[src/rtl/camera_scroller_pkg.sv]
// Camera scroller shared types and defaults.
// Holds the scroll state enumeration and default level geometry.
package camera_scroller_pkg;

  typedef enum logic [1:0] {
    IDLE        = 2'd0,
    SCROLL_UP   = 2'd1,
    SCROLL_DOWN = 2'd2
  } state_e;

  localparam int SCREEN_H_DEF    = 480;
  localparam int SCROLL_STEP_DEF = 8;
  localparam int MAX_LEVEL_DEF   = 63;

endpackage

[src/rtl/camera_scroller_if.sv]
// Camera scroller bus: frame_tick/enable/player_y in,
// camera_y/offset/base, scroll_busy, level_pulse out.
interface camera_scroller_if #(
  parameter int PHY_WIDTH    = 16,
  parameter int CAMERA_WIDTH = 6
);

  logic                    frame_tick;
  logic                    enable;
  logic [PHY_WIDTH-1:0]    player_y;
  logic [CAMERA_WIDTH-1:0] camera_y;
  logic [PHY_WIDTH-1:0]    camera_offset;
  logic [PHY_WIDTH-1:0]    camera_base;
  logic                    scroll_busy;
  logic                    level_pulse;

  modport master (
    output frame_tick,
    output enable,
    output player_y,
    input  camera_y,
    input  camera_offset,
    input  camera_base,
    input  scroll_busy,
    input  level_pulse
  );

  modport slave (
    input  frame_tick,
    input  enable,
    input  player_y,
    output camera_y,
    output camera_offset,
    output camera_base,
    output scroll_busy,
    output level_pulse
  );

endinterface

[src/rtl/camera_scroller.sv]
// Level-by-level vertical camera scroller.
// Ports: clk, rst_n (sync, active-low), bus (slave modport).
module camera_scroller
  import camera_scroller_pkg::*;
#(
  parameter int PHY_WIDTH    = 16,
  parameter int CAMERA_WIDTH = 6,
  parameter int SCREEN_H     = SCREEN_H_DEF,
  parameter int SCROLL_STEP  = SCROLL_STEP_DEF,
  parameter int MAX_LEVEL    = MAX_LEVEL_DEF
) (
  input logic               clk,
  input logic               rst_n,
  camera_scroller_if.slave  bus
);

  localparam logic [PHY_WIDTH-1:0] H =
    PHY_WIDTH'(SCREEN_H);
  localparam logic [PHY_WIDTH-1:0] STEP =
    PHY_WIDTH'(SCROLL_STEP);
  localparam logic [PHY_WIDTH-1:0] LAST =
    PHY_WIDTH'(SCREEN_H - SCROLL_STEP);
  localparam logic [CAMERA_WIDTH-1:0] MAXL =
    CAMERA_WIDTH'(MAX_LEVEL);
  localparam logic [CAMERA_WIDTH-1:0] ONE =
    CAMERA_WIDTH'(1);

  state_e                  state_q, state_d;
  logic [CAMERA_WIDTH-1:0] cam_y_q, cam_y_d;
  logic [PHY_WIDTH-1:0]    base_q, base_d;
  logic [PHY_WIDTH-1:0]    off_q, off_d;
  logic                    pulse_q, pulse_d;

  // One extra bit so the level top never wraps.
  logic [PHY_WIDTH:0] top;
  logic               want_up;
  logic               want_dn;

  assign top = {1'b0, base_q} + {1'b0, H};

  assign want_up = bus.enable
                && ({1'b0, bus.player_y} >= top)
                && (cam_y_q < MAXL);

  assign want_dn = bus.enable
                && (bus.player_y < base_q)
                && (cam_y_q != '0);

  always_comb begin
    state_d = state_q;
    cam_y_d = cam_y_q;
    base_d  = base_q;
    off_d   = off_q;
    pulse_d = 1'b0;
    if (bus.frame_tick) begin
      unique case (state_q)
        IDLE: begin
          if (want_up) begin
            state_d = SCROLL_UP;
            off_d   = off_q + STEP;
          end else if (want_dn) begin
            // Drop a level first so base+offset
            // stays continuous.
            state_d = SCROLL_DOWN;
            cam_y_d = cam_y_q - ONE;
            base_d  = base_q - H;
            off_d   = LAST;
            pulse_d = 1'b1;
          end
        end
        SCROLL_UP: begin
          if (off_q == LAST) begin
            state_d = IDLE;
            cam_y_d = cam_y_q + ONE;
            base_d  = base_q + H;
            off_d   = '0;
            pulse_d = 1'b1;
          end else begin
            off_d = off_q + STEP;
          end
        end
        SCROLL_DOWN: begin
          off_d = off_q - STEP;
          if (off_q == STEP) begin
            state_d = IDLE;
          end
        end
        default: state_d = IDLE;
      endcase
    end
  end

  always_ff @(posedge clk) begin
    if (!rst_n) begin
      state_q <= IDLE;
      cam_y_q <= '0;
      base_q  <= '0;
      off_q   <= '0;
      pulse_q <= 1'b0;
    end else begin
      state_q <= state_d;
      cam_y_q <= cam_y_d;
      base_q  <= base_d;
      off_q   <= off_d;
      pulse_q <= pulse_d;
    end
  end

  assign bus.camera_y      = cam_y_q;
  assign bus.camera_base   = base_q;
  assign bus.camera_offset = off_q;
  assign bus.scroll_busy   = (state_q != IDLE);
  assign bus.level_pulse   = pulse_q;

endmodule

[src/flat_wrapper.sv]
// flat-port wrapper written by rule: the top's interface ports become plain ports
module camera_scroller_flat import camera_scroller_pkg::*;
#(
  parameter int PHY_WIDTH    = 16,
  parameter int CAMERA_WIDTH = 6,
  parameter int SCREEN_H     = SCREEN_H_DEF,
  parameter int SCROLL_STEP  = SCROLL_STEP_DEF,
  parameter int MAX_LEVEL    = MAX_LEVEL_DEF
)
  (clk, rst_n, bus_frame_tick, bus_enable, bus_player_y, bus_camera_y, bus_camera_offset, bus_camera_base, bus_scroll_busy, bus_level_pulse);
  camera_scroller_if #(.PHY_WIDTH(PHY_WIDTH), .CAMERA_WIDTH(CAMERA_WIDTH)) bus_i ();
  input logic clk;
  input logic rst_n;
  input wire logic [$bits(bus_i.frame_tick)-1:0] bus_frame_tick;
  input wire logic [$bits(bus_i.enable)-1:0] bus_enable;
  input wire logic [$bits(bus_i.player_y)-1:0] bus_player_y;
  output wire logic [$bits(bus_i.camera_y)-1:0] bus_camera_y;
  output wire logic [$bits(bus_i.camera_offset)-1:0] bus_camera_offset;
  output wire logic [$bits(bus_i.camera_base)-1:0] bus_camera_base;
  output wire logic [$bits(bus_i.scroll_busy)-1:0] bus_scroll_busy;
  output wire logic [$bits(bus_i.level_pulse)-1:0] bus_level_pulse;
  assign bus_i.frame_tick = bus_frame_tick;
  assign bus_i.enable = bus_enable;
  assign bus_i.player_y = bus_player_y;
  assign bus_camera_y = bus_i.camera_y;
  assign bus_camera_offset = bus_i.camera_offset;
  assign bus_camera_base = bus_i.camera_base;
  assign bus_scroll_busy = bus_i.scroll_busy;
  assign bus_level_pulse = bus_i.level_pulse;
  camera_scroller #(.PHY_WIDTH(PHY_WIDTH), .CAMERA_WIDTH(CAMERA_WIDTH), .SCREEN_H(SCREEN_H), .SCROLL_STEP(SCROLL_STEP), .MAX_LEVEL(MAX_LEVEL)) u_core (.clk(clk), .rst_n(rst_n), .bus(bus_i));
endmodule
[config.mk]
export PLATFORM = sky130hd
export DESIGN_NAME = camera_scroller_flat
export DESIGN_NICKNAME = d
export VERILOG_FILES = /design/src/rtl/camera_scroller_pkg.sv /design/src/rtl/camera_scroller_if.sv /design/src/rtl/camera_scroller.sv /design/src/flat_wrapper.sv
export SDC_FILE = /design/constraint.sdc
export NUM_CORES = 1
export LEC_CHECK = 0
export CORE_MARGIN = 4
export CORE_UTILIZATION = 33
export DETAILED_ROUTE_END_ITERATION = 8
export PLACE_DENSITY_LB_ADDON = 0.2
export SLEW_MARGIN = 15
export SYNTH_ARGS = -nofsm -noshare
export SYNTH_HDL_FRONTEND = slang
export SYNTH_SLANG_ARGS = --single-unit
export TNS_END_PERCENT = 5
[constraint.sdc]
create_clock -name clk -period 4.7 [get_ports clk]
set_input_delay 0.47 -clock clk [delete_from_list [all_inputs] [get_ports clk]]
set_output_delay 0.47 -clock clk [all_outputs]
set_load 0.005 [all_outputs]
# == Yosys cells after proc, flatten, opt, wreduce, memory -nomap -nowiden ==
# Index checks and enable logic that the tools add are counted.
# totals
word_cells,58
ff_bits,41
output_inout_bits,40
# op_classes
n_lt_le_gt_ge,3
mux,21
n_eq_ne,9
reduce_logical,13
n_addsub,7
# ops
operator,count
$mux 16,6
$pmux 16 s3,1
$pmux 16 s2,1
$mux 6,3
$add 16x9->17 const B,1
$ge 16x17->1,1
$add 16x4->16 const B,1
$add 16x9->16 const B,1
$eq 16x4->1 const B,1
$eq 16x9->1 const B,1
$lt 16x16->1,1
$sub 16x4->16 const B,1
$sub 16x9->16 const B,1
$pmux 6 s2,1
$mux 2,4
$add 6x1->6 const B,1
$lt 6x6->1 const B,1
$ne 2x1->1 const B,3
$pmux 2 s3,1
$reduce_bool 6->1,1
$sub 6x1->6 const B,1
$reduce_and 5->1,1
$logic_and 1x1->1,4
$reduce_and 4->1,1
other kinds (11),14

# == Longest topological paths before layout ==
# depth
depth_word,6
depth_mapped,15
depth_no_buf,14

# == Least setup slack after synthesis ==
# No wires, ideal clock.
# synth_path
path_type,register -> register
from,"reg u_core.base_q[5], in the netlist u_core.bus.camera_base[5]"
to,"reg u_core.base_q[10], in the netlist u_core.bus.camera_base[10]"
n_path_buf,1
path_stages_with_launch,14
required_ns,4.630
slack_ns,1.297
setup_ns,0.070
period_less_slack_ns,3.403
t_arrival_ns,3.333
cell_sequence,dfxtp_1 -> inv_1 -> ha_1 -> and3_1 -> or3_1 -> nor3_1 -> xnor2_1 -> ha_1 -> o2111ai_1 -> nand4_1 -> a211oi_1 -> clkbuf_1 -> o211ai_1 -> a21oi_1
# synth_via
elab_chain_len,6
word_cells_on_any_way,16
cone_classes,add/sub (3); order compare (2); eq/ne (2); mux (4); reduce/logical (5)
# synth_rtl
element,line_no,source
from (decl),camera_scroller.sv:30,"logic [PHY_WIDTH-1:0] base_q, base_d;"
from (signal assigned),camera_scroller.sv:103,base_q <= base_d;
$add 16x9->17,camera_scroller.sv:39,"assign top = {1'b0, base_q} + {1'b0, H};"
named net u_core.top[5],camera_scroller.sv:35,logic [PHY_WIDTH:0] top;
$ge 16x17->1,camera_scroller.sv:42,"&& ({1'b0, bus.player_y} >= top)"
$logic_and 1x1->1,camera_scroller.sv:42,
$logic_and 1x1->1,camera_scroller.sv:43,&& (cam_y_q < MAXL);
$ne 2x2->1 (no line),n/a,
$reduce_and 5->1 (no line),n/a,
# The timed path passes the listed nets, and every way through them passes these cells. The select of a mux whose other input is x is not followed.
# A chain may end at the register's enable or synchronous reset.

# == Final worst setup path ==
# layout_path
from,"reg u_core.base_q[5], in the netlist u_core.bus.camera_base[5]"
to,"reg u_core.cam_y_q[5], in the netlist u_core.bus.camera_y[5]"
# layout_via
elab_chain_len,6
word_cells_on_any_way,10
cone_classes,add/sub (1); order compare (2); eq/ne (2); reduce/logical (5)
# layout_rtl
element,line_no,source
$add 16x9->17,camera_scroller.sv:39,
named net u_core.top[5],camera_scroller.sv:35,
$ge 16x17->1,camera_scroller.sv:42,
$logic_and 1x1->1,camera_scroller.sv:42,
$logic_and 1x1->1,camera_scroller.sv:43,
$ne 2x2->1 (no line),n/a,
$reduce_and 5->1 (no line),n/a,
to (signal assigned),camera_scroller.sv:102,cam_y_q <= cam_y_d;
to (decl),camera_scroller.sv:29,"logic [CAMERA_WIDTH-1:0] cam_y_q, cam_y_d;"
# The timed path passes the listed nets, and every way through them passes these cells.

==> flow_metrics.tcl <==
set metrics [dict create \
    port_buffers 51 \
    slew_violations 0 \
    tns_ps 0 \
    hold_violations 0 \
    setup.worst_path.class "flip-flop to flip-flop" \
    period_share 0.8275 \
    gp_congestion 0.8722 \
    critical_path.max_fanout 21 \
    dpl.cell_count 629 \
    synth_compound_area_frac 0.2846 \
    irDropWorstVdd_mv 0.1515 \
    area_growth_pct 19.28 \
    synth_commonest_cells "ha_1, a21oi_1, dfxtp_1" \
    worstPathCellList "inv_1 > ha_1 > and3_1 > or3_1 > nor3_1 > xnor2_1 > ha_1 > o2111ai_1 > nand4_1 > a211o_1 > a2111o_1 > o21ai_0" \
    grt_pass1_wl_um 17470 \
    period_minus_slack_ps 3889 \
    power_leakage_uw 0.001544 \
    dr_wl_met3_um 549 \
    post-place-ws_ps 843.3 \
    async_reset_ff_frac 0 \
    synth_edf_count 0 \
    post-cts-setup-buffer-count 0 \
    avgSynthCellArea_um2 7.677 \
    numCtsBuffers 5 \
    worstSetupEndpointType "flip-flop" \
    cap_violations 0 \
    synth_seq_cells 33 \
    cts-root-buf "clkbuf_8" \
    core.rowCount 37 \
    fill_cells 1084 \
    outcome "finished clean" \
    antenna_found_initial 0 \
    synth.area.mux_share 0.005608 \
    slowest_stage "a211o_1" \
    rsz0062_at_grt "no" \
    viasPerCell 5.739 \
    track_usage 0.1659 \
    holdCritPathClass "flip-flop to flip-flop" \
    synth-xor-area-share 0.06870 \
    cts_hold_buf 0 \
    yosys.area_share.simple 0.2243 \
    syn_inst 465 \
    skew_ps 9.456 \
    vias 3656 \
    fin_cells 637 \
    cts_htree_levels 2 \
    slowest_delay_ps 640 \
    post-route-util 0.4088 \
    synth.area.top_cells "dfxtp_1, ha_1, xnor2_1, a21oi_1, nand3_1" \
    fin_nets 564 \
    crit_arrival_ps 4120 \
    wl_met1_um 5224 \
    cts_resized 0 \
    drt_first_pass_iters 6 \
    syn_area_um2 3570 \
    startpoint_type "flip-flop" \
    grt_overflow 0 \
    synth.distinct_cells 68 \
    cts.sinks 33 \
    ys_warn_count 0 \
    worstMarginPinSlew_ps 939.3 \
    wl_per_cell_um 16.56 \
    start_util 0.3427 \
    drt_iter0_markers 226 \
    layout_setup_ws_ps 810.7 \
    setup_viol 0 \
    cts.clk_slew.worst_paths_ps 90 \
    synth_top_area_frac 0.1851 \
    final_antenna_net_count 0 \
    drt-total-wl_um 10550 \
    die_h_um 112.0 \
    yosysMostFrequentCell "ha_1" \
    ios 60 \
    drc 0 \
    seq_area_frac_synth 0.1851 \
    cp.required_ps 4930 \
    die_w_um 112.0 \
    synth_adder_area_share 0.1584 \
    met2RoutedLength_um 4639 \
    grt_start_max_net_pins 26 \
    yosysTopAreaCell "dfxtp_1" \
    synth_top_family_by_area "compound AO/OA/AOI/OAI gates" \
    diodes 0 \
    highest_layer "met4" \
    coreArea_um2 10420 \
    drive_above_1_share 0.04591 \
    clockBufferDepth 2 \
    clock_latency_ps 300 \
    ys.flop_type "dfxtp_1" \
    die-area_um2 12550 \
    fmax_mhz 257.1 \
    cts_tree "done" \
    slew_headroom 0.3725 \
    power_per_cell_area_nw_per_um2 223.5 \
    dp_hpwl_um 7953 \
    cp_common_cell "ha_1" \
    grt_pass1_vias 3423 \
]
==> critical path: cells and delay by family, from the launching register on <==
family / cells / cell delay, ps
fa+ha+maj: 2 / 510
buf+inv: 1 / 160
simple gates: 4 / 1110
flops: 1 / 450
compound gates: 4 / 1430
xor+xnor: 1 / 150
==> logic make-up after synthesis <==
family | count (synthesis)
buf+inv | 60
other cells | 1
mux | 2
flops | 33
fa+ha+maj | 44
xor+xnor | 28
simple gates | 154
compound gates | 143
==> registers in the layout (all words and copies together), names as in the netlist <==
name / flops
u_core.state_q: 2
u_core.bus.level_pulse: 1
u_core.bus.camera_y: 6
u_core.bus.camera_base: 11
u_core.bus.camera_offset: 13
==> placed cells by master, fill, tap and decap left out, drive strengths merged, types with 3 or more instances in the layout <==
master | netlist | layout
and3 | 16 | 16
nor4 | 7 | 7
nor3 | 12 | 12
a22oi | 3 | 3
o32ai | 4 | 4
a311oi | 4 | 4
o211a | 3 | 3
a21o | 6 | 6
conb | 1 | 8
nand2b | 7 | 7
buf | 11 | 3
o41ai | 4 | 4
a32oi | 3 | 3
xor2 | 5 | 5
xnor2 | 23 | 23
ha | 42 | 42
nand4 | 6 | 6
inv | 27 | 27
or4 | 4 | 4
nor2b | 5 | 5
a31oi | 4 | 4
o21ai | 23 | 23
a21oi | 37 | 37
clkbuf | 22 | 5
nand3 | 28 | 28
or3 | 4 | 4
nor2 | 31 | 31
a211oi | 7 | 7
nand2 | 25 | 25
o211ai | 19 | 19
dfxtp | 33 | 33
clkdlybuf4s50 | 0 | 51
a2111o | 3 | 3
==> worst paths after layout <==
kind	endpoint	slack, ps	startpoint	cells after the start
hold / removal	u_core.bus.camera_offset[15]	520	u_core.bus.camera_offset[15]	2
setup reg to reg	u_core.bus.camera_y[5]	810	u_core.bus.camera_base[5]	12
hold reg to reg	u_core.bus.camera_offset[15]	520	u_core.bus.camera_offset[15]	2
setup / recovery	u_core.bus.camera_y[5]	810	u_core.bus.camera_base[5]	12
==> where the power goes <==
part / switching, uW / internal (uW)
Clock: 125 / 159
Combinational: 202 / 150
Sequential: 24.1 / 291
==> routing by layer <==
metal | vias to the layer above | GRT usage
met2 | 123 | 0.2498
met4 | 0 | 0.04167
met3 | 11 | 0.02826
met1 | 1711 | 0.2448
met5 | - | 0
li1 | 1811 | -
==> stage by stage <==
step	power [uW]	instance area, um^2	hold slack (ps)
after detailed placement	667.8	4143	509.4
after global routing	1011	4258	540.2
after CTS	951.9	4258	524.4
after global placement	667.8	4143	500.0
after floorplan	566.6	3596	480.2
final	951.8	4258	519.7
==> layout make-up <==
| type | count | area (um^2) | area share |
|---|---|---|---|
| multi-input combinational | 379 | 2678 | 0.6289 |
| clock inverter | 3 | 46.29 | 0.01087 |
| inverter | 27 | 101.3 | 0.02380 |
| tap | 136 | 170.2 | 0.03996 |
| timing repair buffer | 54 | 533.0 | 0.1252 |
| sequential | 33 | 660.6 | 0.1552 |
| clock buffer | 5 | 68.82 | 0.01616 |
Note: power is estimated with default switching activity, not from simulation.
